$ cat src/rtl/fifo_param_pkg.sv
// Shared defaults and constant helpers for the parameterised FIFO.
package fifo_param_pkg;

  localparam int unsigned DEF_DATA_SIZE = 8;
  localparam int unsigned DEF_DEPTH     = 8;

  // Bits needed to encode values 0..value-1 (minimum 0).
  function automatic int unsigned clog2(input int unsigned value);
    int unsigned v;
    int unsigned r;
    v = (value > 0) ? value - 1 : 0;
    r = 0;
    while (v > 0) begin
      r = r + 1;
      v = v >> 1;
    end
    return r;
  endfunction

endpackage

$ cat src/rtl/fifo_mem_ram.sv
// FIFO storage: DEPTH x DATA_SIZE register array, one write port, registered read port.
module fifo_mem_ram #(
  parameter int unsigned DATA_SIZE = 8,
  parameter int unsigned DEPTH     = 8,
  parameter int unsigned ADDR_W    = 3
) (
  input  logic                 clk,
  input  logic                 reset,
  input  logic                 wr_en,
  input  logic [ADDR_W-1:0]    wr_addr,
  input  logic [DATA_SIZE-1:0] wr_data,
  input  logic                 rd_en,
  input  logic [ADDR_W-1:0]    rd_addr,
  output logic [DATA_SIZE-1:0] rd_data
);

  logic [DATA_SIZE-1:0] mem [DEPTH];

  // Array is intentionally not reset; stale words are unreachable after reset.
  always_ff @(posedge clk) begin
    if (wr_en) mem[wr_addr] <= wr_data;
  end

  always_ff @(posedge clk or negedge reset) begin
    if (!reset)     rd_data <= '0;
    else if (rd_en) rd_data <= mem[rd_addr];
  end

endmodule

$ cat src/rtl/fifo_param.sv
// Synchronous FIFO with runtime thresholds, hysteretic pause and sticky error.
module fifo_param
  import fifo_param_pkg::*;
#(
  parameter  int unsigned DATA_SIZE = DEF_DATA_SIZE,
  parameter  int unsigned DEPTH     = DEF_DEPTH,
  localparam int unsigned PTR_W     = clog2(DEPTH),
  localparam int unsigned CNT_W     = clog2(DEPTH + 1)
) (
  input  logic                 clk,
  input  logic                 reset,
  input  logic                 write,
  input  logic                 read,
  input  logic [DATA_SIZE-1:0] data_in_push,
  input  logic [CNT_W-1:0]     thr_full,
  input  logic [CNT_W-1:0]     thr_empty,
  input  logic                 err_clr,
  output logic [DATA_SIZE-1:0] data_out_pop,
  output logic                 valid_out,
  output logic [CNT_W-1:0]     fifo_count,
  output logic                 fifo_full,
  output logic                 fifo_empty,
  output logic                 almost_full,
  output logic                 almost_empty,
  output logic                 fifo_pause,
  output logic                 fifo_error
);

  localparam logic [CNT_W-1:0] CNT_MAX = CNT_W'(DEPTH);
  localparam logic [PTR_W-1:0] PTR_MAX = PTR_W'(DEPTH - 1);

  logic [PTR_W-1:0] wr_ptr, rd_ptr, wr_ptr_nxt, rd_ptr_nxt;
  logic [CNT_W-1:0] count, count_nxt;
  logic             rd_ok, wr_ok, err_set, err_nxt, pause_nxt;

  // Acceptance: a read frees a slot for a same-edge write; no empty bypass.
  always_comb begin
    rd_ok      = read && (count != '0);
    wr_ok      = write && ((count < CNT_MAX) || rd_ok);
    err_set    = (write && !wr_ok) || (read && !rd_ok);
    wr_ptr_nxt = wr_ptr;
    rd_ptr_nxt = rd_ptr;
    count_nxt  = count;
    if (wr_ok) wr_ptr_nxt = (wr_ptr == PTR_MAX) ? '0 : wr_ptr + PTR_W'(1);
    if (rd_ok) rd_ptr_nxt = (rd_ptr == PTR_MAX) ? '0 : rd_ptr + PTR_W'(1);
    if (wr_ok && !rd_ok)      count_nxt = count + CNT_W'(1);
    else if (rd_ok && !wr_ok) count_nxt = count - CNT_W'(1);
    err_nxt = err_set || (fifo_error && !err_clr);
    if (count_nxt >= thr_full)       pause_nxt = 1'b1;
    else if (count_nxt <= thr_empty) pause_nxt = 1'b0;
    else                             pause_nxt = fifo_pause;
  end

  always_ff @(posedge clk or negedge reset) begin
    if (!reset) begin
      wr_ptr     <= '0;
      rd_ptr     <= '0;
      count      <= '0;
      valid_out  <= 1'b0;
      fifo_error <= 1'b0;
      fifo_pause <= 1'b0;
    end else begin
      wr_ptr     <= wr_ptr_nxt;
      rd_ptr     <= rd_ptr_nxt;
      count      <= count_nxt;
      valid_out  <= rd_ok;
      fifo_error <= err_nxt;
      fifo_pause <= pause_nxt;
    end
  end

  fifo_mem_ram #(
    .DATA_SIZE (DATA_SIZE),
    .DEPTH     (DEPTH),
    .ADDR_W    (PTR_W)
  ) u_mem (
    .clk     (clk),
    .reset   (reset),
    .wr_en   (wr_ok),
    .wr_addr (wr_ptr),
    .wr_data (data_in_push),
    .rd_en   (rd_ok),
    .rd_addr (rd_ptr),
    .rd_data (data_out_pop)
  );

  assign fifo_count   = count;
  assign fifo_full    = (count == CNT_MAX);
  assign fifo_empty   = (count == '0);
  assign almost_full  = (count >= thr_full);
  assign almost_empty = (count <= thr_empty);

endmodule

$ cat config.mk
export PLATFORM = sky130hd
export DESIGN_NAME = fifo_param
export DESIGN_NICKNAME = d
export VERILOG_FILES = /design/src/rtl/fifo_param_pkg.sv /design/src/rtl/fifo_mem_ram.sv /design/src/rtl/fifo_param.sv
export SDC_FILE = /design/constraint.sdc
export NUM_CORES = 1
export LEC_CHECK = 0
export ABC_AREA = 1
export BUFFER_PORTS_ARGS = -buffer_cell sky130_fd_sc_hd__buf_2
export CORE_ASPECT_RATIO = 1.5
export CORE_MARGIN = 2
export CORE_UTILIZATION = 55
export CTS_CLUSTER_DIAMETER = 30
export DETAILED_ROUTE_END_ITERATION = 8
export GPL_TIMING_DRIVEN = 1
export PLACE_DENSITY = 0.75
export SETUP_SLACK_MARGIN = 0.15
export SLEW_MARGIN = 20
export SYNTH_ARGS = -nofsm -noshare
export SYNTH_HDL_FRONTEND = slang
export SYNTH_SLANG_ARGS = --single-unit
$ cat constraint.sdc
create_clock -name clk -period 3 [get_ports clk]
set_input_delay 0.45 -clock clk [delete_from_list [all_inputs] [get_ports clk]]
set_output_delay 0.45 -clock clk [all_outputs]
set_load 0.005 [all_outputs]
==> flow_summary.toml <==
[run_status]
status = "complete, no violations"

[synth]
synth_warnings = 0
syn_area_per_cell_um2 = 10.0
synth_nets = 447
yosys_register_bits = 85
syn_inst = 404
syn_area_um2 = 4060
yosysSeqAreaShare_pct = 60.3
ys_types = 27

[layout]
layout.nets = 492
nFillCells = 577
multiInputGateArea_um2 = 1360
ff_latch_area_um2 = 2450
diodes = 0
finish.utilization_pct = 63.1
syn_to_final_growth_pct = 11.6
drive_above_1_share_pct = 16.1

[routing]
routed_wl_um = 8670
first_pass_iters = 4
drc = 0
vias = 2963
antenna_left = 0
viasPerCell = 5.35
wl_per_cell_um = 15.7
first_iter_violations = 294

[setup_path]
critPathCaptureType = "flop"
cp-start-kind = "flop"
timing.rr.end = "fifo_pause$_DFFE_PN0P_"
critPathRequiredTime_ns = 3.25
reg2reg_from = "fifo_count[0]$_DFF_PN0_"
rrSetupSlack_ns = 0.60
worstSetupPathType = "reg2reg"
crit_fanout = 17
ff2ff_path_depth = 13
worstPathArrival_ns = 2.65

[global_route]
gr-usage-met1_pct = 25.7
grt_pass1_wl_um = 13600
grt_pass1_vias = 2928
grt_use_met2_pct = 39.6
grt_max_degree = 35
busiest_layer = "met2"
antenna_found_initial = 0
grtUsageTotal_pct = 23.4
gr-total-overflow = 0
use_met3_pct = 2.96

[sta]
max_freq_ghz = 0.416
worst-slew-pin-transition_ns = 0.829
finalSetupViolCount = 0
rsz0062_at_grt = "no"
relSlewSlack_pct = 44.5
finalHoldViolCount = 0
fin_skew_ns = 0.00862
slew_violations = 0
tns_ns = 0
fin_crit_sh_pct = 80.1
period_needed_ns = 2.40

[die]
row_count = 38
die_y_um = 109
die_x_um = 74.1
io_pins = 40
die-area_um2 = 8090
core_area_um2 = 7180
initial_core_util_pct = 56.5

[power]
p_leak_nw = 2.06
ir_drop_uv = 467
power.density_nw_per_um2 = 867

[clock_tree]
cts.clk_slew.worst_paths_ns = 0.08
htreeDepth = 3
insertion_delay_ns = 0.35
cts-root-buf = "clkbuf_8"
cts_setup_buffers = 0
postCtsResizedCells = 0
holdBufCountCts = 0
clock-sinks = 85
cts_buffers = 9
cts_tree = "built"
cts_max_path_buffers = 2

[placement]
io_buffers = 39
gp_congestion = 0.829
detailed_place_hpwl_um = 6060

[worst_hold_path]
hold_class = "in2async"

[job]
maxCapViolations = 0
-- registers in the layout, summed over array words and instances (netlist names) --
signal         cells
fifo_count         4
u_mem.mem         64
fifo_pause         1
rd_ptr             3
fifo_error         1
wr_ptr             3
valid_out          1
u_mem.rd_data      8
-- worst max-delay path, cell delays in order (launching register included) --
cell and delay [ns]:
dfrtp_1 0.41, inv_1 0.14, ha_1 0.29, nand2_4 0.12, nand2_4 0.12, inv_2 0.25, nand4_1 0.12, nand2_1 0.09
inv_1 0.07, ha_1 0.31, a21oi_1 0.13, o21ai_0 0.11, nand3_1 0.08, nand2_1 0.05
-- how the worst max path moves through the flow --
stage                                   endpoint                    start
after global routing      fifo_pause$_DFFE_PN0P_  fifo_count[1]$_DFF_PN0_
after global placement    fifo_pause$_DFFE_PN0P_  fifo_count[0]$_DFF_PN0_
final                     fifo_pause$_DFFE_PN0P_  fifo_count[0]$_DFF_PN0_
after detailed placement  fifo_pause$_DFFE_PN0P_  fifo_count[1]$_DFF_PN0_
after floorplan           fifo_pause$_DFFE_PN0P_  fifo_count[0]$_DFF_PN0_
after CTS                 fifo_pause$_DFFE_PN0P_  fifo_count[0]$_DFF_PN0_
-- routing by layer --
| metal | wire length (µm) | part of all wire, % | vias up |
|---|---|---|---|
| li1 | - | - | 1424 |
| met1 | 3200 | 37 | 1418 |
| met2 | 4580 | 53 | 92 |
| met3 | 431 | 5.0 | 29 |
| met4 | 460 | 5.3 | 0 |
| met5 | 0 | 0 | - |
-- power by group --
part | internal [W] | leakage, nW | switching, W
Combinational | 0.000572 | 1.14 | 0.00101
Clock | 0.000316 | 0.0865 | 0.000382
Sequential | 0.00148 | 0.830 | 0.000166
-- metrics by stage --
stage | hold WS (ns) | total power (W) | std cells | cell area (µm²) | setup WS, ns
finish | 0.0718 | 0.00393 | 554 | 4530 | 0.598
global route | 0.0873 | 0.00425 | 554 | 4530 | 0.342
CTS | 0.0676 | 0.00395 | 554 | 4530 | 0.598
detailed placement | 0.455 | 0.00325 | 538 | 4360 | 0.618
global placement | 0.439 | 0.00319 | 538 | 4360 | 0.747
floorplan | 0.154 | 0.00277 | 404 | 4060 | 0.929
-- Yosys cell counts (all sizes together) --
cell / instances / area, µm²
nand3: 37 / 185
nand2: 126 / 512
o211ai: 1 / 7.51
nor2: 36 / 161
clkinv: 2 / 7.51
edfxtp: 64 / 1920
buf: 12 / 75.1
inv: 42 / 158
clkbuf: 2 / 8.75
ha: 22 / 275
dfrtp: 21 / 526
nor3: 1 / 5.00
nand4: 6 / 37.5
xor2: 3 / 26.3
o22ai: 1 / 6.26
a21oi: 9 / 45.0
o21ai: 19 / 98.9
-- kinds of logic (layout without fill, tap and decap cells) --
kind of cell             Yosys count  after routing  share of synthesized area, %
AND/OR/NAND/NOR                  206            206                          22.2
flip-flops                        85             85                          60.3
buffers and inverters             58            108                          6.14
AO/OA/AOI/OAI                     30             30                          3.89
adder cells (fa/ha/maj)           22             22                          6.79
XOR/XNOR                           3              3                         0.648
-- cells in the final DEF (no fill, tap or decap), types with 3 or more instances in the layout --
cell,n
dfrtp_1,21
inv_2,3
nand4_1,6
edfxtp_1,64
buf_4,9
xor2_1,3
a21oi_1,9
clkinv_1,3
nand3_1,37
clkinv_2,3
nand2_4,3
buf_2,39
o21ai_0,18
clkbuf_8,10
inv_1,39
nor2_1,33
nand2_1,122
ha_1,22
-- area by class of cell --
| class | instances | area share [%] |
|---|---|---|
| multi-input combinational | 261 | 30.0 |
| sequential | 85 | 54.0 |
| inverter | 44 | 3.65 |
| clock buffer | 11 | 3.12 |
| clock inverter | 5 | 0.580 |
| tap | 100 | 2.76 |
| timing repair buffer | 48 | 5.80 |
Power figures use the tool's default switching activity.
